File: src/rtl/imm_pkg.sv
// Shared immediate-class enum and opcode constants for the OTTER decode path.
// Also imported by the ID/EX consumers.
package imm_pkg;

   typedef enum logic [2:0] {
      ImmNone = 3'd0,
      ImmI    = 3'd1,
      ImmS    = 3'd2,
      ImmB    = 3'd3,
      ImmU    = 3'd4,
      ImmJ    = 3'd5,
      ImmZ    = 3'd6
   } imm_type_e;

   localparam logic [6:0] OpLui    = 7'b0110111;
   localparam logic [6:0] OpAuipc  = 7'b0010111;
   localparam logic [6:0] OpJal    = 7'b1101111;
   localparam logic [6:0] OpJalr   = 7'b1100111;
   localparam logic [6:0] OpLoad   = 7'b0000011;
   localparam logic [6:0] OpImm    = 7'b0010011;
   localparam logic [6:0] OpImm32  = 7'b0011011;
   localparam logic [6:0] OpSystem = 7'b1110011;
   localparam logic [6:0] OpStore  = 7'b0100011;
   localparam logic [6:0] OpBranch = 7'b1100011;

endpackage

File: src/rtl/imm_extract.sv
// Combinational opcode classifier and sign-extended immediate builder.
// IMMGEN_ZICSR_EN enables class Z for CSR-immediate instructions.
module imm_extract
   import imm_pkg::*;
#(
   parameter int unsigned XLEN = 32
) (
   input  logic [31:0]     i_ir,
   output imm_type_e       o_type,
   output logic [XLEN-1:0] o_imm
);

   logic [6:0]  w_opcode;
   logic [31:0] w_imm32;

   assign w_opcode = i_ir[6:0];

   always_comb begin
      o_type  = ImmNone;
      w_imm32 = '0;
      case (w_opcode)
         OpLui, OpAuipc: begin
            o_type  = ImmU;
            w_imm32 = {i_ir[31:12], 12'b0};
         end
         OpJal: begin
            o_type  = ImmJ;
            w_imm32 = {{11{i_ir[31]}}, i_ir[31], i_ir[19:12], i_ir[20], i_ir[30:21], 1'b0};
         end
         OpJalr, OpLoad, OpImm, OpImm32: begin
            o_type  = ImmI;
            w_imm32 = {{20{i_ir[31]}}, i_ir[31:20]};
         end
         OpSystem: begin
`ifdef IMMGEN_ZICSR_EN
            if (i_ir[14]) begin
               o_type  = ImmZ;
               w_imm32 = {27'b0, i_ir[19:15]};
            end else begin
               o_type  = ImmI;
               w_imm32 = {{20{i_ir[31]}}, i_ir[31:20]};
            end
`else
            o_type  = ImmI;
            w_imm32 = {{20{i_ir[31]}}, i_ir[31:20]};
`endif
         end
         OpStore: begin
            o_type  = ImmS;
            w_imm32 = {{20{i_ir[31]}}, i_ir[31:25], i_ir[11:7]};
         end
         OpBranch: begin
            o_type  = ImmB;
            w_imm32 = {{19{i_ir[31]}}, i_ir[31], i_ir[7], i_ir[30:25], i_ir[11:8], 1'b0};
         end
         default: begin
            o_type  = ImmNone;
            w_imm32 = '0;
         end
      endcase
   end

   // Every class is formed at 32 bits; Z has bit 31 clear, so one sign extension covers all.
   assign o_imm = XLEN'($signed(w_imm32));

endmodule

File: src/rtl/imm_decode_pipe.sv
// Two-stage immediate decoder: stage 1 registers class/imm/pc, stage 2 adds the target.
// Valid/ready backpressure with flush; CSR immediates gated by IMMGEN_ZICSR_EN.
module imm_decode_pipe
   import imm_pkg::*;
#(
   parameter int unsigned XLEN = 32
) (
   input  logic            CLK,
   input  logic            RST,
   input  logic            in_valid,
   output logic            in_ready,
   input  logic [31:0]     in_ir,
   input  logic [XLEN-1:0] in_pc,
   input  logic            flush,
   output logic            out_valid,
   input  logic            out_ready,
   output imm_type_e       out_type,
   output logic [XLEN-1:0] out_imm,
   output logic [XLEN-1:0] out_target,
   output logic [XLEN-1:0] out_pc
);

   imm_type_e       w_type;
   logic [XLEN-1:0] w_imm;
   logic            w_adv2;
   logic            w_accept;
   logic            w_move;

   logic            r_s1_v;
   imm_type_e       r_s1_type;
   logic [XLEN-1:0] r_s1_imm;
   logic [XLEN-1:0] r_s1_pc;

   logic            r_s2_v;
   imm_type_e       r_s2_type;
   logic [XLEN-1:0] r_s2_imm;
   logic [XLEN-1:0] r_s2_pc;
   logic [XLEN-1:0] r_s2_target;

   imm_extract #(
      .XLEN (XLEN)
   ) u_extract (
      .i_ir   (in_ir),
      .o_type (w_type),
      .o_imm  (w_imm)
   );

   assign w_adv2   = !r_s2_v || out_ready;
   assign in_ready = (!r_s1_v || w_adv2) && !flush;
   assign w_accept = in_valid && in_ready;
   assign w_move   = r_s1_v && w_adv2;

   always_ff @(posedge CLK) begin
      if (RST) begin
         r_s1_v    <= 1'b0;
         r_s1_type <= ImmNone;
         r_s1_imm  <= '0;
         r_s1_pc   <= '0;
      end else if (flush) begin
         r_s1_v <= 1'b0;
      end else if (w_accept) begin
         r_s1_v    <= 1'b1;
         r_s1_type <= w_type;
         r_s1_imm  <= w_imm;
         r_s1_pc   <= in_pc;
      end else if (w_move) begin
         r_s1_v <= 1'b0;
      end
   end

   // Target is formed from stage-1 registers so the adder sits off the input path.
   always_ff @(posedge CLK) begin
      if (RST) begin
         r_s2_v      <= 1'b0;
         r_s2_type   <= ImmNone;
         r_s2_imm    <= '0;
         r_s2_pc     <= '0;
         r_s2_target <= '0;
      end else if (flush) begin
         r_s2_v <= 1'b0;
      end else if (w_move) begin
         r_s2_v      <= 1'b1;
         r_s2_type   <= r_s1_type;
         r_s2_imm    <= r_s1_imm;
         r_s2_pc     <= r_s1_pc;
         r_s2_target <= r_s1_pc + r_s1_imm;
      end else if (out_ready) begin
         r_s2_v <= 1'b0;
      end
   end

   assign out_valid  = r_s2_v;
   assign out_type   = r_s2_type;
   assign out_imm    = r_s2_imm;
   assign out_target = r_s2_target;
   assign out_pc     = r_s2_pc;

endmodule

File: config.mk
export PLATFORM = sky130hd
export DESIGN_NAME = imm_decode_pipe
export DESIGN_NICKNAME = d
export VERILOG_FILES = /design/src/rtl/imm_pkg.sv /design/src/rtl/imm_extract.sv /design/src/rtl/imm_decode_pipe.sv
export SDC_FILE = /design/constraint.sdc
export NUM_CORES = 1
export LEC_CHECK = 0
export BUFFER_PORTS_ARGS = -buffer_cell sky130_fd_sc_hd__buf_2
export CORE_MARGIN = 4
export CORE_UTILIZATION = 59
export DETAILED_ROUTE_END_ITERATION = 16
export MAX_ROUTING_LAYER = met4
export PLACE_DENSITY_LB_ADDON = 0.05
export SYNTH_ARGS = -nofsm -noshare
export SYNTH_HDL_FRONTEND = slang
export SYNTH_HIERARCHICAL = 1
export SYNTH_SLANG_ARGS = --single-unit
export TNS_END_PERCENT = 100
File: constraint.sdc
create_clock -name CLK -period 5.45 [get_ports CLK]
set_input_delay 1.09 -clock CLK [delete_from_list [all_inputs] [get_ports CLK]]
set_output_delay 1.09 -clock CLK [all_outputs]
set_load 0.03 [all_outputs]
==> reports/results.tsv, run 1 <==
stage	metric	value	unit
setup_path	critical-path cell list	buf_2 > nor2b_1 > a21oi_1 > buf_2	
synthesis	largest family of logic cells by synthesized area	compound AO/OA/AOI/OAI gates	
cts	CTS root buf	clkbuf_16	
synthesis	Synth Area in Simple Gates	22.52	%
cts	CTS tree	done	
setup_path	CP peak stage delay	0.31	ns
placement	Placed Cells	1322	
detailed_routing	detailed-route via count	7718	
setup_path	maximum fanout along the worst path	5	
die	Initial Utilization	60.69	%
cells_and_area	post-route design area	9499	um^2
min_path	hold_sp	out_target[16]	
cts	# H-tree levels	4	
power_and_ir_drop	LEAKAGE	4.120	nW
detailed_routing	Routed WL	22.82	mm
sta	setup tns final	0	ns
synthesis	EDFF count, synth	0	
cts	post-cts sizing count	0	
grt	global-route wire length before repair	37.01	mm
setup_path	r2r endpoint	out_target[21]	
sta	Slew HR	25.21	%
sta	clock skew	0.01475	ns
sta	pins over their slew limit	0	
cells_and_area	fillers	1078	
setup_path	WS Path Type	input pin to primary output	
synthesis	Seq/Total Area, Yosys	41.68	%
cells_and_area	Final #Nets	1266	
detailed_routing	drc violations	0	
detailed_routing	Initial DRC Count	713	
sta	final critical-path setup slack	2.463	ns
setup_path	CP Capture Type	primary output	
synthesis	xor/xnor cell area share of the yosys netlist	2.062	%
cells_and_area	Layout Cells excl Fill	1354	
sta	Fin. Hold Viols	0	
synthesis	share of the synthesized area in the top cell type	41.68	%
cells_and_area	Util after Layout	71.45	%
synthesis	yosys warns	6	
sta	RSZ-0062 raised after global routing	no	
synthesis	post-synthesis net count	1141	
setup_path	RR Startpoint	r_s1_imm[17]	
sta	Hold Slack	0.4473	ns
synthesis	FF+latch count, synth	168	
run	max_cap viols	0	
synthesis	Syn Inst Count	1040	
cells_and_area	diodes inserted	0	
min_path	Hold Path Cell Cnt	2	
die	die area	15610	um^2
synthesis	mapped cell area	8069	um^2
placement	Post-DP HPWL	15.96	mm
cts	clk sinks	168	
placement	IO buf count	169	
sta	Max Clock Freq	0.3348	GHz
setup_path	Worst EP arrival	1.90	ns
synthesis	Post-synth ARST share	0	%
setup_path	Most Frequent Cell on Critical Path	buf_2	
cells_and_area	layout cells sized above 1	19.52	%
grt	pin count of the biggest net entering global routing	94	
die	num ports	170	
detailed_routing	Pre-antenna DRT Iters	5	
synthesis	mux share of post-synthesis cell area	0.2481	%
cts	Post-CTS Hold Fix Bufs	0	
placement	Placement Setup Slack	2.393	ns
cts	Clock Pin Slew Worst Setup and Hold Paths	0.07	ns
sta	Slew @ Worst Pin	1.122	ns
power_and_ir_drop	maximum vdd drop	0.3470	mV
placement	GPL Wtd Cong	0.9615	
synthesis	area leader, netlist	dfxtp_1	
grt	total gr overflow	0	
placement	DP Area	8896	um^2
cts	post-CTS setup buffers	0	
die	die height	124.9	um
synthesis	Primary FF master, synth	dfxtp_1	
cells_and_area	area grow syn2layout	17.72	%
min_path	hold crit path type	register to register	
power_and_ir_drop	Design Power	2.689	mW
detailed_routing	Avg WL per Cell	16.85	um
synthesis	Netlist cell types	72	
setup_path	crit start category	input pin	
setup_path	R2R Setup Slk	2.56	ns
grt	initial antenna violation count	0	
cts	Max clock buf depth	2	
setup_path	Register-to-Register Path Depth	8	
synthesis	top cells by area, synth	dfxtp_1, nand2_1, a21oi_1, ha_1, a21o_1	
sta	Final Critical Period	2.987	ns
cts	worst skew pair latency	0.44	ns
setup_path	CP Data Required Time	4.36	ns
outcome	status	complete, no violations	
cts	CTS Buf Count	17	
synthesis	syn avg cell area	7.759	um^2
power_and_ir_drop	power density cells	283.1	nW/um^2
die	Cell Rows	42	
detailed_routing	Avg Vias per Cell	5.700	
die	Die Span X	124.9	um
synthesis	Synth Area in Compound Gates	24.14	%
die	Placeable Area	13300	um^2
grt	gr usage total	29.72	%
grt	vias in the first global route	7282	
sta	fin crit share	54.80	%
min_path	Hold EP	out_target[16]	
sta	setup violators final	0	
detailed_routing	ANT nets after route	0	
synthesis	Synth Area in Adders	5.055	%
setup_path	CP max stage cell	nor2b_1	
## power breakdown
| group | internal [mW] | total (mW) | switching, mW |
|---|---|---|---|
| registers | 1.24 | 1.26 | 0.0156 |
| clock network | 0.700 | 1.24 | 0.541 |
| logic | 0.0623 | 0.188 | 0.125 |
## worst max path at each step
stage                     slack, ns  cells after the start        endpoint        start
after detailed placement       2.39                      6  out_target[25]    out_ready
final                          2.46                      4        in_ready    out_ready
after global placement         2.44                      6  out_target[25]    out_ready
after global routing           2.33                      9  out_target[30]  r_s1_imm[0]
after CTS                      2.47                      4        in_ready    out_ready
after floorplan                2.57                      8     r_s1_pc[13]    out_ready
## kinds of logic (layout without fill, tap and decap cells)
| kind of cell | after synthesis | count (layout) |
|---|---|---|
| fa+ha+maj | 32 | 32 |
| mux | 2 | 2 |
| xor+xnor | 19 | 19 |
| flops | 168 | 168 |
| compound gates | 318 | 318 |
| buf+inv | 82 | 220 |
| simple gates | 419 | 419 |
## routing by layer
layer	GRT usage, %	vias up	part of all wire (%)
li1	-	3832	-
met1	38.56	3572	44
met2	46.47	273	47
met3	5.885	41	6.0
met4	10.84	0	2.6
met5	-	-	0
## worst max-delay path, delay by kind of cell
family	cells	cell delay [ns]
simple gates	1	0.31
compound gates	1	0.17
buf+inv	2	0.33
## cells in the mapped netlist (all sizes together), types with 6 or more instances
cell	instances
a211oi	9
a21o	36
a21oi	197
a22o	9
and2	8
buf	18
clkbuf	51
dfxtp	168
ha	31
inv	13
nand2	323
nand3	9
nand4	6
nor2	26
nor2b	8
nor3	7
o21ai	21
or3	6
xnor2	17
## flip-flops by register name, indices dropped and copies added (netlist names)
name        count
r_s1_v          1
out_pc         32
r_s1_imm       32
out_type        3
r_s1_type       3
out_valid       1
out_target     32
r_s1_pc        32
out_imm        32
## area by class of cell
class	instances	area, um^2	share of cell area [%]
multi-input combinational	790	4370	46.01
sequential	168	3363	35.41
timing repair buffer	175	893.4	9.405
clock buffer	18	439.2	4.623
tap	176	220.2	2.318
clock inverter	14	163.9	1.725
inverter	13	48.80	0.5137
## cell usage in the layout (no fill, tap or decap), types with 9 or more instances in the layout
cell type / instances
a21o_1: 36
a21oi_1: 194
a22o_1: 9
buf_2: 168
clkbuf_16: 17
dfxtp_1: 168
ha_1: 31
inv_1: 13
nand2_1: 322
nand3_1: 9
nor2_1: 25
o21ai_0: 17
xnor2_1: 17
(Power assumes the default switching activity.)
==> inputs of run 2 (changes only) <==
ABC_AREA = 1   (was not set)
CORE_UTILIZATION = 51   (was 59)
clock period = 2.55 ns   (was 5.45 ns; I/O delays follow)
==> run 2 against run 1 <==
Compared with the run above:
- worst setup slack got worse by 1.9 ns
- sequential power increased by 120%
- die area increased by 29%
- critical path type is now register to register
- critical endpoint is now out_target[24]
- largest cell class unchanged
==> reports/results.tsv, run 2 <==
stage	metric	value	unit	change
setup_path	CP max stage cell	fa_1		
cts	Clock Pin Slew Worst Setup and Hold Paths	0.08	ns	about the same
sta	pins over their slew limit	0		unchanged
sta	setup violators final	0		unchanged
placement	GPL Wtd Cong	0.9607		about the same
cells_and_area	commonest non-fill, non-tap cells in the layout	nand2_1, nor2_1, buf_2		
synthesis	EDFF count, synth	0		unchanged
sta	setup tns final	0	ns	unchanged
synthesis	FF+latch count, synth	168		unchanged
cells_and_area	Layout Cells excl Fill	1758		+30%
detailed_routing	Routed WL	27.26	mm	+19%
cts	Max clock buf depth	2		unchanged
setup_path	Worst EP arrival	2.38	ns	+0.48 ns
min_path	hold_sp	in_pc[10]		
synthesis	area leader, netlist	dfxtp_1		
synthesis	yosys warns	6		unchanged
outcome	status	complete, no violations		
synthesis	top cells by area, synth	dfxtp_1, nand2_1, nor2_1, inv_1, nand3_1		
cells_and_area	layout cells sized above 1	17.81	%	-1.7 points
sta	Max Clock Freq	0.4931	GHz	
setup_path	CP Data Required Time	2.90	ns	-1.46 ns
detailed_routing	ANT nets after route	0		unchanged
synthesis	post-synthesis net count	1486		+30%
synthesis	Seq/Total Area, Yosys	36.78	%	-4.9 points
synthesis	top-count cell post-synth	nand2_1		
setup_path	crit start category	register		
sta	Final Critical Period	2.028	ns	
grt	gr usage total	27.68	%	-2.0 points
cts	CTS Buf Count	17		unchanged
placement	IO buf count	169		unchanged
synthesis	Syn Inst Count	1385		+33%
setup_path	RR Startpoint	r_s1_imm[0]		
synthesis	syn avg cell area	6.602	um^2	-15%
cts	CTS tree	done		
die	Placeable Area	17420	um^2	+31%
setup_path	r2r endpoint	out_target[24]		
cells_and_area	register area	3363	um^2	unchanged
sta	Slew HR	45.29	%	+20 points
cells_and_area	diodes inserted	0		unchanged
cells_and_area	area of the multi-input gates	4755	um^2	+8.8%
die	Cell Rows	48		+14%
synthesis	most common library cells after synthesis	nand2_1, nor2_1, dfxtp_1, inv_1, nand3_1		
setup_path	WS Path Type	register to register		
cts	post-CTS setup buffers	0		unchanged
synthesis	Post-synth ARST share	0	%	unchanged
placement	Placed Cells	1726		+31%
detailed_routing	Initial DRC Count	618		-13%
sta	clock skew	0.01707	ns	+0.002324 ns
die	die height	141.9	um	+14%
sta	Slew @ Worst Pin	0.8206	ns	-0.3013 ns
placement	Post-DP HPWL	20.14	mm	+26%
detailed_routing	Avg WL per Cell	15.51	um	-8.0%
setup_path	maximum fanout along the worst path	4		-1
setup_path	CP peak stage delay	0.46	ns	+0.15 ns
power_and_ir_drop	maximum vdd drop	0.4795	mV	+38%
sta	RSZ-0062 raised after global routing	no		
detailed_routing	Pre-antenna DRT Iters	5		unchanged
synthesis	Primary FF master, synth	dfxtp_1		
detailed_routing	detailed-route via count	9027		+17%
setup_path	Most Frequent Cell on Critical Path	nand3_1		
grt	vias in the first global route	8302		+14%
detailed_routing	drc violations	0		unchanged
min_path	hold crit path type	input pin to register		
cts	CTS root buf	clkbuf_16		
detailed_routing	Avg Vias per Cell	5.135		-9.9%
sta	Hold Slack	0.3380	ns	-0.1092 ns
grt	global-route wire length before repair	43.28	mm	+17%
power_and_ir_drop	LEAKAGE	5.779	nW	+40%
min_path	Hold Path Cell Cnt	3		+1
sta	fin crit share	79.53	%	
setup_path	R2R Setup Slk	0.52	ns	-2.04 ns
run	max_cap viols	0		unchanged
cts	worst skew pair latency	0.44	ns	about the same
synthesis	mapped cell area	9144	um^2	+13%
setup_path	Register-to-Register Path Depth	12		+4
die	die area	20140	um^2	+29%
synthesis	share of the synthesized area in the top cell type	36.78	%	-4.9 points
cts	Post-CTS Hold Fix Bufs	0		unchanged
grt	initial antenna violation count	0		unchanged
cts	post-cts sizing count	0		unchanged
cells_and_area	area grow syn2layout	16.45	%	
setup_path	critical-path cell list	ha_1 > fa_1 > nand3_1 > nand3_1 > nand2_1 > nand2_1 > nand3_1 > nand3_1 > nand2_1 > nand3_1 > nand2_1 > inv_1		
setup_path	CP Capture Type	register		
cts	clk sinks	168		unchanged
grt	total gr overflow	0		unchanged
sta	Fin. Hold Viols	0		unchanged
setup_path	Top Family by Delay on Critical Path	simple AND/OR/NAND/NOR gates		
die	Initial Utilization	52.50	%	-8.2 points
die	Die Span X	141.9	um	+14%
power_and_ir_drop	power density cells	564.8	nW/um^2	+100%
synthesis	Netlist cell types	37		-49%
cells_and_area	fillers	1760		+63%
setup_path	CP bufs+invs	1		-1
die	num ports	170		unchanged
min_path	Hold EP	r_s1_pc[10]		
cts	# H-tree levels	4		unchanged
cells_and_area	Final #Nets	1621		+28%
grt	pin count of the biggest net entering global routing	107		+14%
cells_and_area	commonest non-fill, non-tap cell in the layout	nand2_1		
==> run 2: cell type report <==
class                           count  area share, %
Inverter                          179          6.310
Tap cell                          225          2.644
Timing Repair Buffer              182          9.213
Multi-Input combinational cell    972          44.65
Sequential cell                   168          31.59
Clock inverter                     15          1.598
Clock buffer                       17          3.995
==> run 2: logic make-up (layout without fill, tap and decap cells) <==
kind of cell             count (synthesis)  count (layout)  synth area share, %
AO/OA/AOI/OAI                          223             223                12.41
XOR/XNOR                                15              15                1.437
adder cells (fa/ha/maj)                 32              32                4.461
buffers and inverters                  245             393                11.22
flip-flops                             168             168                36.78
AND/OR/NAND/NOR                        702             702                33.69
==> run 2: metrics by stage <==
stage	setup slack (ns)	power [mW]	utilization, %	area (um^2)
6_report	0.5219	6.014	61.14	10650
5_1_grt	0.2976	6.225	61.14	10650
4_1_cts	0.5189	6.048	61.14	10650
3_5_place_dp	0.3839	3.463	57.72	10050
3_3_place_gp	0.4487	3.459	57.72	10050
2_1_floorplan	0.7807	3.230	-	9144
==> run 2: worst max-delay path by stage <==
| stage | end | cells past startpoint | startpoint | slack [ns] |
|---|---|---|---|---|
| CTS | out_target[24] | 12 | r_s1_imm[0] | 0.52 |
| finish | out_target[24] | 12 | r_s1_imm[0] | 0.52 |
| global route | out_target[20] | 12 | r_s1_imm[0] | 0.30 |
| detailed placement | r_s1_imm[31] | 10 | in_ir[3] | 0.38 |
| global placement | r_s1_imm[31] | 10 | in_ir[3] | 0.45 |
| floorplan | out_target[24] | 12 | r_s1_imm[0] | 0.78 |
==> run 2: per-layer routing <==
layer	global-route usage [%]	wire, um	vias to the layer above
met5	-	0	-
met4	7.475	533	0
met3	3.809	1452	42
met2	44.96	12980	299
met1	36.44	12300	4021
li1	-	-	4665
==> run 2: worst register-to-register path, stage by stage (launching register included) <==
cell     delay [ns]
dfxtp_1        0.33
ha_1           0.24
fa_1           0.46
nand3_1        0.12
nand3_1        0.14
nand2_1        0.10
nand2_1        0.13
nand3_1        0.12
nand3_1        0.08
nand2_1        0.07
nand3_1        0.06
nand2_1        0.07
inv_1          0.03
==> run 2: power by group <==
group	total [mW]	internal, mW	switching [mW]
registers	2.76	2.70	0.0601
clock network	2.61	1.33	1.28
logic	0.644	0.206	0.438
==> inputs of run 3 (changes only) <==
ABC_AREA = 0   (was 1)
CORE_UTILIZATION = 55   (was 51)
clock period = 1.9 ns   (was 2.55 ns; I/O delays follow)
==> run 3 against run 2 <==
Compared with the run above:
- the flow now finishes with violations (negative setup slack)
- clock skew is 0.0088 ns lower
- combinational power increased by 13%
- critical endpoint is now out_target[23]
- die area decreased by 17%
- wire length is 4.8% lower
- highest routed layer unchanged
- sequential cell count unchanged
- register-to-register slack worse by 1.1 ns
- non-clock buffer count increased by 157
- final cell count is 13% lower
- first-iteration DRC count up 27%
- via count decreased by 4.8%
- critical path depth is 4 lower
- sequential share of layout area decreased by 2.1 points
==> reports/results.tsv, run 3 (synthesis gave the netlist of run 1 again) <==
stage	metric	value	unit	change
outcome	status	complete, but fails checks		
outcome	failing checks	negative setup slack		
cells_and_area	Util after Layout	79.33	%	+18 points
power_and_ir_drop	Design Power	7.762	mW	+29%
die	Initial Utilization	55.73	%	+3.2 points
min_path	Hold Path Cell Cnt	3		unchanged
cells_and_area	Final #Nets	1430		-12%
sta	Final Critical Period	2.442	ns	+0.4135 ns
grt	gr usage total	30.41	%	+2.7 points
power_and_ir_drop	LEAKAGE	5.076	nW	-12%
power_and_ir_drop	power density cells	675.7	nW/um^2	+20%
cts	clk sinks	168		unchanged
grt	initial antenna violation count	0		unchanged
sta	final critical-path setup slack	-0.5416	ns	-1.063 ns
cells_and_area	commonest non-fill, non-tap cell in the layout	nand2_1		
setup_path	CP Data Required Time	2.23	ns	-0.67 ns
cts	Max clock buf depth	2		unchanged
setup_path	Register-to-Register Path Depth	8		-4
setup_path	WS Path Type	register to register		
grt	M2 GR Usage	47.68	%	+2.7 points
placement	Placed Cells	1475		-15%
setup_path	RR Startpoint	r_s1_imm[3]		
detailed_routing	detailed-route via count	8596		-4.8%
grt	total gr overflow	0		unchanged
grt	global routing's busiest layer	met2		
sta	Hold Slack	0.1740	ns	-0.1641 ns
sta	Slew @ Worst Pin	0.6919	ns	-0.1287 ns
sta	setup violators final	27		+27
die	Cell Rows	44		-8.3%
cells_and_area	diodes inserted	0		unchanged
run	max_cap viols	0		unchanged
sta	pins over their slew limit	0		unchanged
cells_and_area	commonest non-fill, non-tap cells in the layout	nand2_1, a21oi_1, buf_2		
min_path	hold crit path type	input pin to register		
die	Die Span X	129.1	um	-9.0%
setup_path	CP Capture Type	register		
detailed_routing	drc violations	0		unchanged
detailed_routing	Routed WL	25.95	mm	-4.8%
grt	met3 Track Usage GR	5.111	%	+1.3 points
setup_path	R2R Setup Slk	-0.54	ns	-1.06 ns
sta	Fin. Hold Viols	0		unchanged
cells_and_area	area grow syn2layout	42.35	%	
cts	Post-CTS Hold Fix Bufs	0		unchanged
sta	Slew HR	53.70	%	+8.4 points
setup_path	Worst EP arrival	2.77	ns	+0.39 ns
sta	clock skew	0.008273	ns	-0.008798 ns
detailed_routing	Pre-antenna DRT Iters	5		unchanged
cts	CTS Buf Count	17		unchanged
sta	RSZ-0062 raised after global routing	yes		
grt	pin count of the biggest net entering global routing	54		-50%
cells_and_area	fillers	1040		-41%
sta	setup tns final	-10.94	ns	-10.94 ns
setup_path	r2r endpoint	out_target[23]		
min_path	Hold EP	r_s1_pc[16]		
placement	IO buf count	169		unchanged
setup_path	crit start category	register		
cells_and_area	Layout Cells excl Fill	1526		-13%
grt	vias in the first global route	7969		-4.0%
die	num ports	170		unchanged
placement	GPL Wtd Cong	0.9251		-3.7%
cts	worst skew pair latency	0.44	ns	about the same
cts	# H-tree levels	4		unchanged
cts	Clock Pin Slew Worst Setup and Hold Paths	0.07	ns	about the same
min_path	hold_sp	in_pc[16]		
grt	global-route wire length before repair	39.34	mm	-9.1%
cells_and_area	layout cells sized above 1	35.54	%	+18 points
placement	Post-DP HPWL	17.60	mm	-13%
setup_path	maximum fanout along the worst path	4		unchanged
detailed_routing	Avg Vias per Cell	5.633		+9.7%
grt	met1 global-route usage	39.39	%	+3.0 points
cts	CTS root buf	clkbuf_16		
detailed_routing	ANT nets after route	0		unchanged
sta	Max Clock Freq	0.4096	GHz	-17%
sta	fin crit share	128.5	%	+49 points
detailed_routing	Initial DRC Count	785		+27%
die	die area	16670	um^2	-17%
die	Placeable Area	14480	um^2	-17%
power_and_ir_drop	maximum vdd drop	0.6219	mV	+30%
cts	CTS tree	done		
die	die height	129.1	um	-9.0%
detailed_routing	Avg WL per Cell	17.01	um	+9.7%
==> run 3: routing by layer <==
metal	share of wire [%]	wire length, um	vias to the layer above
met5	0	0	-
met4	3.3	852	0
met3	5.9	1528	69
met2	48	12390	362
met1	43	11180	4017
li1	-	-	4148
==> run 3: per-stage QoR <==
step                      instance area [um^2]  worst slack, ns
after floorplan                           8354          -0.3862
after global placement                   10360          -0.5020
after detailed placement                 10360          -0.6506
after CTS                                11180          -0.5217
after global routing                     11490          -0.5891
final                                    11490          -0.5416
==> run 3: worst max-delay path by stage <==
stage / startpoint / end / cells after the start
after detailed placement: r_s1_imm[0] / out_target[28] / 9
final: r_s1_imm[3] / out_target[23] / 8
after floorplan: r_s1_pc[14] / out_target[23] / 8
after global placement: r_s1_imm[0] / out_target[28] / 9
after CTS: r_s1_imm[0] / out_target[28] / 9
after global routing: r_s1_imm[0] / out_target[30] / 9
==> run 3: critical path: stages (launching register included) <==
cell and delay [ns]:
dfxtp_2 0.34, ha_4 0.25, a21o_1 0.21, a21oi_4 0.34
a2111oi_4 0.17, o311ai_4 0.36, a21oi_2 0.10, or3_1 0.32
a32o_1 0.25
==> run 3: area by class of cell <==
| type | instances | area (um^2) | share of cell area (%) |
|---|---|---|---|
| clock buffer | 21 | 460.4 | 4.009 |
| clock inverter | 11 | 113.9 | 0.9913 |
| timing repair buffer | 339 | 2277 | 19.83 |
| inverter | 13 | 48.80 | 0.4248 |
| sequential | 168 | 3388 | 29.50 |
| tap | 184 | 230.2 | 2.004 |
| multi-input combinational | 790 | 4967 | 43.25 |
==> run 3: where the power goes <==
group          internal, mW  switching, mW
Combinational         0.306          0.421
Clock                  1.90           1.52
Sequential             3.57         0.0458
Total                  5.78           1.99
==> run 3: repair_timing <==
item	4_1_cts	5_1_grt
buffers inserted	10	13
pin swaps	25	33
cloned	0	0
hold endpoints to repair	0	0
resized for setup	38	48
setup endpoints to repair	26	28
